--- src/rtl/seg_scan_if.sv ---
// Bundle between result logic and the 7-segment scan controller: data/load
// inputs toward the controller, decoder/anode drive back out.
interface seg_scan_if;
  logic [15:0] value;
  logic        load;
  logic [3:0]  dp_en;
  logic        lz_en;
  logic [3:0]  bcd;
  logic        dp;
  logic [3:0]  an;
  logic        frame_tick;

  // load is a one-cycle strobe with no ready: the controller always accepts it.
  modport master (
    output value, load, dp_en, lz_en,
    input  bcd, dp, an, frame_tick
  );

  modport slave (
    input  value, load, dp_en, lz_en,
    output bcd, dp, an, frame_tick
  );
endinterface

--- src/rtl/seg_scan_ctrl.sv ---
// 4-digit common-anode 7-segment scan controller with double-buffered BCD
// value, per-slot blanking, leading-zero suppression and decimal points.
module seg_scan_ctrl #(
  parameter int REFRESH_DIV  = 50000,
  parameter int BLANK_CYCLES = 500
) (
  input  logic       clk,
  input  logic       rst,
  seg_scan_if.slave  bus
);
  localparam int CW = (REFRESH_DIV > 2) ? $clog2(REFRESH_DIV) : 1;
  localparam logic [CW-1:0] CNT_LAST  = CW'(REFRESH_DIV - 1);
  localparam logic [CW-1:0] CNT_BLANK = CW'(BLANK_CYCLES);

  logic [CW-1:0] cnt_q, cnt_d;
  logic [1:0]    dig_q, dig_d;
  logic [15:0]   sh_val_q, sh_val_d;
  logic [3:0]    sh_dp_q, sh_dp_d;
  logic          pend_q, pend_d;
  logic [15:0]   act_val_q, act_val_d;
  logic [3:0]    act_dp_q, act_dp_d;
  logic [3:0]    an_q, an_d;
  logic [3:0]    bcd_q, bcd_d;
  logic          dp_q, dp_d;
  logic          ft_q, ft_d;

  logic slot_end, frame_end, upper_zero, supp, on_phase;

  // Outputs are computed from the next-state values so the registered
  // outputs line up with the (digit, cnt, active) state of the same cycle.
  always_comb begin
    slot_end  = (cnt_q == CNT_LAST);
    frame_end = slot_end && (dig_q == 2'd3);
    cnt_d     = slot_end ? '0 : cnt_q + 1'b1;
    dig_d     = slot_end ? dig_q + 2'd1 : dig_q;

    act_val_d = act_val_q;
    act_dp_d  = act_dp_q;
    pend_d    = pend_q;
    if (frame_end && pend_q) begin
      act_val_d = sh_val_q;
      act_dp_d  = sh_dp_q;
      pend_d    = 1'b0;
    end

    // A load on the transfer edge lands in shadow and waits one more frame.
    sh_val_d = sh_val_q;
    sh_dp_d  = sh_dp_q;
    if (bus.load) begin
      sh_val_d = bus.value;
      sh_dp_d  = bus.dp_en;
      pend_d   = 1'b1;
    end

    upper_zero = 1'b1;
    for (int i = 0; i < 4; i++) begin
      if (i >= int'(dig_d) && act_val_d[4*i +: 4] != 4'h0) upper_zero = 1'b0;
    end
    supp     = bus.lz_en && (dig_d != 2'd0) && upper_zero;
    on_phase = (cnt_d >= CNT_BLANK);

    an_d  = 4'hF;
    if (on_phase && !supp) an_d[dig_d] = 1'b0;
    bcd_d = act_val_d[{dig_d, 2'b00} +: 4];
    dp_d  = on_phase ? ~act_dp_d[dig_d] : 1'b1;
    ft_d  = frame_end;
  end

  always_ff @(posedge clk or posedge rst) begin
    if (rst) begin
      cnt_q     <= '0;
      dig_q     <= 2'd0;
      sh_val_q  <= 16'h0;
      sh_dp_q   <= 4'h0;
      pend_q    <= 1'b0;
      act_val_q <= 16'h0;
      act_dp_q  <= 4'h0;
      an_q      <= 4'hF;
      bcd_q     <= 4'h0;
      dp_q      <= 1'b1;
      ft_q      <= 1'b0;
    end else begin
      cnt_q     <= cnt_d;
      dig_q     <= dig_d;
      sh_val_q  <= sh_val_d;
      sh_dp_q   <= sh_dp_d;
      pend_q    <= pend_d;
      act_val_q <= act_val_d;
      act_dp_q  <= act_dp_d;
      an_q      <= an_d;
      bcd_q     <= bcd_d;
      dp_q      <= dp_d;
      ft_q      <= ft_d;
    end
  end

  assign bus.an         = an_q;
  assign bus.bcd        = bcd_q;
  assign bus.dp         = dp_q;
  assign bus.frame_tick = ft_q;
endmodule

--- src/flat_wrapper.sv ---
// flat-port wrapper written by rule: the top's interface ports become plain ports
module seg_scan_ctrl_flat 
#(
  parameter int REFRESH_DIV  = 50000,
  parameter int BLANK_CYCLES = 500
)
  (clk, rst, bus_value, bus_load, bus_dp_en, bus_lz_en, bus_bcd, bus_dp, bus_an, bus_frame_tick);
  seg_scan_if bus_i ();
  input  logic clk;
  input  logic rst;
  input wire logic [$bits(bus_i.value)-1:0] bus_value;
  input wire logic [$bits(bus_i.load)-1:0] bus_load;
  input wire logic [$bits(bus_i.dp_en)-1:0] bus_dp_en;
  input wire logic [$bits(bus_i.lz_en)-1:0] bus_lz_en;
  output wire logic [$bits(bus_i.bcd)-1:0] bus_bcd;
  output wire logic [$bits(bus_i.dp)-1:0] bus_dp;
  output wire logic [$bits(bus_i.an)-1:0] bus_an;
  output wire logic [$bits(bus_i.frame_tick)-1:0] bus_frame_tick;
  assign bus_i.value = bus_value;
  assign bus_i.load = bus_load;
  assign bus_i.dp_en = bus_dp_en;
  assign bus_i.lz_en = bus_lz_en;
  assign bus_bcd = bus_i.bcd;
  assign bus_dp = bus_i.dp;
  assign bus_an = bus_i.an;
  assign bus_frame_tick = bus_i.frame_tick;
  seg_scan_ctrl #(.REFRESH_DIV(REFRESH_DIV), .BLANK_CYCLES(BLANK_CYCLES)) u_core (.clk(clk), .rst(rst), .bus(bus_i));
endmodule
--- config.mk ---
export PLATFORM = sky130hd
export DESIGN_NAME = seg_scan_ctrl_flat
export DESIGN_NICKNAME = d
export VERILOG_FILES = /design/src/rtl/seg_scan_if.sv /design/src/rtl/seg_scan_ctrl.sv /design/src/flat_wrapper.sv
export SDC_FILE = /design/constraint.sdc
export NUM_CORES = 1
export LEC_CHECK = 0
export BUFFER_PORTS_ARGS = -buffer_cell sky130_fd_sc_hd__buf_4
export CORE_MARGIN = 5
export CORE_UTILIZATION = 55
export DETAILED_ROUTE_END_ITERATION = 10
export GPL_TIMING_DRIVEN = 0
export PLACE_DENSITY_LB_ADDON = 0.12
export SETUP_SLACK_MARGIN = 0.2
export SLEW_MARGIN = 15
export SYNTH_ARGS = -nofsm -noshare
export SYNTH_HDL_FRONTEND = slang
export SYNTH_SLANG_ARGS = --single-unit
--- constraint.sdc ---
create_clock -name clk -period 7.9 [get_ports clk]
set_input_delay 1.185 -clock clk [delete_from_list [all_inputs] [get_ports clk]]
set_output_delay 1.185 -clock clk [all_outputs]
set_load 0.05 [all_outputs]
==> flow_summary_export.csv <==
group,metric,value,unit
clock_network,clock_path_buffers,2,
global_route,grt_max_degree,44,
global_route,grt_remaining_overflow,0,
worst_setup_path,crit_chain,"ha_1, nand3_1, clkbuf_1, nor4_1, clkbuf_1, xnor2_1, mux2i_1",
die,dieArea,7580,µm²
timing,finClkSkew,8.31,ps
cells_and_area,syn2layout_area_growth,17.9,%
synth,syn-cell-area,3270,µm²
pwr,p_total,0.711,mW
timing,setup-violations-final,0,
worst_setup_path,slowest_delay,560,ps
cells_and_area,multi_input_area,1420,µm²
pwr,powerDensity,185,nW/µm²
drt,routedWlPerCell,16.6,µm
synth,yosysSeqAreaShare,53.0,%
clock_network,clk_pin_slew_worst_paths,80,ps
die,ioPinCount,34,
timing,period_minus_slack,3060,ps
worst_setup_path,reg2reg_depth,7,
timing,hold_viol_final,0,
clock_network,post_cts_buffers,0,
placement,io_buffers,33,
cells_and_area,layout.area.seq,1730,µm²
clock_network,ctsHtreeMaxLevel,3,
drt,dr.pass1.iters,4,
synth,syn-num-nets,305,
synth,synth_cell_type_count,49,
worst_setup_path,crit_type,"flop to flop",
global_route,antenna_found_initial,0,
hold_path,min_to,"u_core.act_dp_q[1]$_DFF_PP0_",
synth,async_flop_share,100,%
drt,drc_errors,0,
placement,dpl.hpwl,4.64,mm
clock_network,clock_sinks,69,
job,max_cap_viol_count,0,
drt,via_count,2291,
pwr,ir_drop,0.000112,V
synth,ys_top_cells_by_count,"64 x dfrtp_1, 36 x mux2_2, 21 x nand2_1, 15 x nor2_1, 14 x mux2i_1",
hold_path,min_path_cells,2,
die,rows,28,
hold_path,min_path_type,"flop to flop",
synth,postSynthCellCount,279,
drt,via_per_inst,5.67,
die,initial_core_util,55.8,%
timing,max_freq,0.327,GHz
cells_and_area,n_fill_cell,480,
cells_and_area,drive_above_1_share,32.5,%
synth,yosys-top-cells-area,"dfrtp_1 49%, mux2_2 12%, mux2i_1 4.3%",
timing,rsz0062_at_grt,"false",
worst_setup_path,arrival,3310,ps
worst_setup_path,timing.rr.start,"u_core.cnt_q[0]$_DFF_PP0_",
clock_network,post_cts_resized,0,
cells_and_area,fin_nets,350,
worst_setup_path,crit_path_start_kind,"flop",
timing,fin_crit_sh,38.7,%
synth,synth.avg_cell_area,11.7,µm²
timing,tns,0,ps
die,core_area,5850,µm²
drt,drt-initial-drc-count,188,
clock_network,cts_made_buffers,9,
synth,synth_edf_count,0,
worst_setup_path,cpMostUsedCell,"clkbuf_1",
clock_network,insertion_delay,340,ps
synth,synth.most_common_cell,"dfrtp_1",
clock_network,cts_tree,"built",
synth,ys_warn_count,0,
global_route,track_usage,20.2,%
cells_and_area,diodes,0,
synth,synth_area_leader_cell,"dfrtp_1",
outcome,run_status,"finished, final reports clean",
worst_setup_path,slowest_stage,"nor4_1",
synth,netlist.area_leader.share,49.0,%
synth,ys.flop_type,"dfrtp_1",
die,die_h,87.1,µm
drt,wl,6.71,mm
synth,ys_ff_latch,69,
timing,worst_pin_slew,730,ps
die,die_width,87.1,µm
worst_setup_path,r2r-end,"u_core.bus.bcd[3]$_DFF_PP0_",
timing,maxSlewViolCount,0,
worst_setup_path,crit_path_end_kind,"flop",
worst_setup_path,cp.required,8150,ps
worst_setup_path,path_max_fanout,10,
drt,drtAntennaViolNets,0,
hold_path,hold_start,"u_core.act_dp_q[1]$_DFF_PP0_",
placement,globalplace.congestion,0.869,
global_route,grt_pass1_vias,2373,
clock_network,root_buffer,"clkbuf_8",
worst_setup_path,reg2reg_slack,4840,ps
pwr,p_leak,1.77,nW
clock_network,hold_buffers,0,
timing,maxSlewHeadroom,50.4,%
global_route,grt_pass1_wl,11.7,mm
==> power by group <==
part | switching, mW | leakage, nW | total [mW] | internal (mW)
Combinational | 0.0135 | 0.783 | 0.0319 | 0.0184
Clock | 0.136 | 0.109 | 0.309 | 0.173
Sequential | 0.00736 | 0.882 | 0.371 | 0.363
==> through the flow <==
stage               std cells  area (µm²)  hold slack [ps]  setup WS [ps]  util [%]
finish                    404        3850              479           4840      65.8
global route              404        3850              502           4550      65.8
CTS                       404        3850              479           4820      65.8
detailed placement        388        3630              459           4850      62.1
global placement          387        3610              456           4160      61.7
floorplan                 279        3270              439           4980         -
==> worst max-delay path by stage <==
| stage | start | end | cells after the start |
|---|---|---|---|
| finish | u_core.cnt_q[0]$_DFF_PP0_ | u_core.bus.bcd[3]$_DFF_PP0_ | 7 |
| floorplan | rst | u_core.act_dp_q[0]$_DFF_PP0_ | 1 |
| CTS | u_core.cnt_q[0]$_DFF_PP0_ | u_core.bus.bcd[3]$_DFF_PP0_ | 7 |
| global route | u_core.cnt_q[0]$_DFF_PP0_ | u_core.bus.bcd[3]$_DFF_PP0_ | 7 |
| detailed placement | u_core.cnt_q[0]$_DFF_PP0_ | u_core.bus.bcd[3]$_DFF_PP0_ | 7 |
| global placement | rst | u_core.sh_val_q[2]$_DFFE_PP0P_ | 2 |
==> per-layer routing <==
metal  global-route usage, %  wire length (µm)
met4                    10.2               152
met1                    27.1              3120
met5                       0                 0
met2                    31.1              3170
met3                    3.78               260
==> logic make-up after synthesis <==
| group | Yosys count | synth area share [%] |
|---|---|---|
| xor gates and xnor gates | 15 | 4.02 |
| muxes | 51 | 17.1 |
| and+or+nand+nor | 92 | 16.0 |
| AOI/OAI and AO/OA | 27 | 5.59 |
| DFF | 69 | 53.0 |
| adders and majority gates | 2 | 0.766 |
| buffers and inverters | 23 | 3.45 |
==> cell usage in the layout, fill, tap and decap left out, drive strengths merged, types with 2 or more instances in the layout <==
cell    count
clkinv      3
or4b        4
nor2       15
ha          2
dfrtp      64
nor3        9
o21ai       8
or4bb       2
nand4b      2
a21oi       4
dfstp       5
or4         5
a211oi      2
mux2i      15
nand2      22
buf        41
nor4        9
o21a        2
xor2        6
xnor2       9
or3         2
nand3      10
mux2       36
inv         9
clkbuf     18
a211o       3
nand4       4
or2         3
==> area by class of cell <==
type,instances,share of cell area (%)
Inverter,10,1.17
Clock inverter,4,1.43
Buffer,13,1.82
Clock buffer,12,4.29
Timing Repair Buffer,34,6.95
Tap cell,75,2.44
Multi-Input combinational cell,187,36.9
Sequential cell,69,45.0
==> worst max-delay path: cells and delay by family, from the launching register on <==
kind | cells | cell delay [ps]
buf+inv | 2 | 800
flops | 1 | 450
simple gates | 2 | 790
mux | 1 | 290
fa+ha+maj | 1 | 260
xor+xnor | 1 | 380
==> registers in the layout (all words and copies together) (netlist names) <==
name	flops
u_core.act_val_q	16
u_core.cnt_q	16
u_core.sh_val_q	16
u_core.act_dp_q	4
u_core.bus.an	4
u_core.bus.bcd	4
u_core.sh_dp_q	4
u_core.dig_q	2
u_core.bus.dp	1
u_core.bus.frame_tick	1
u_core.pend_q	1
Note: power is estimated with default switching activity, not from simulation.
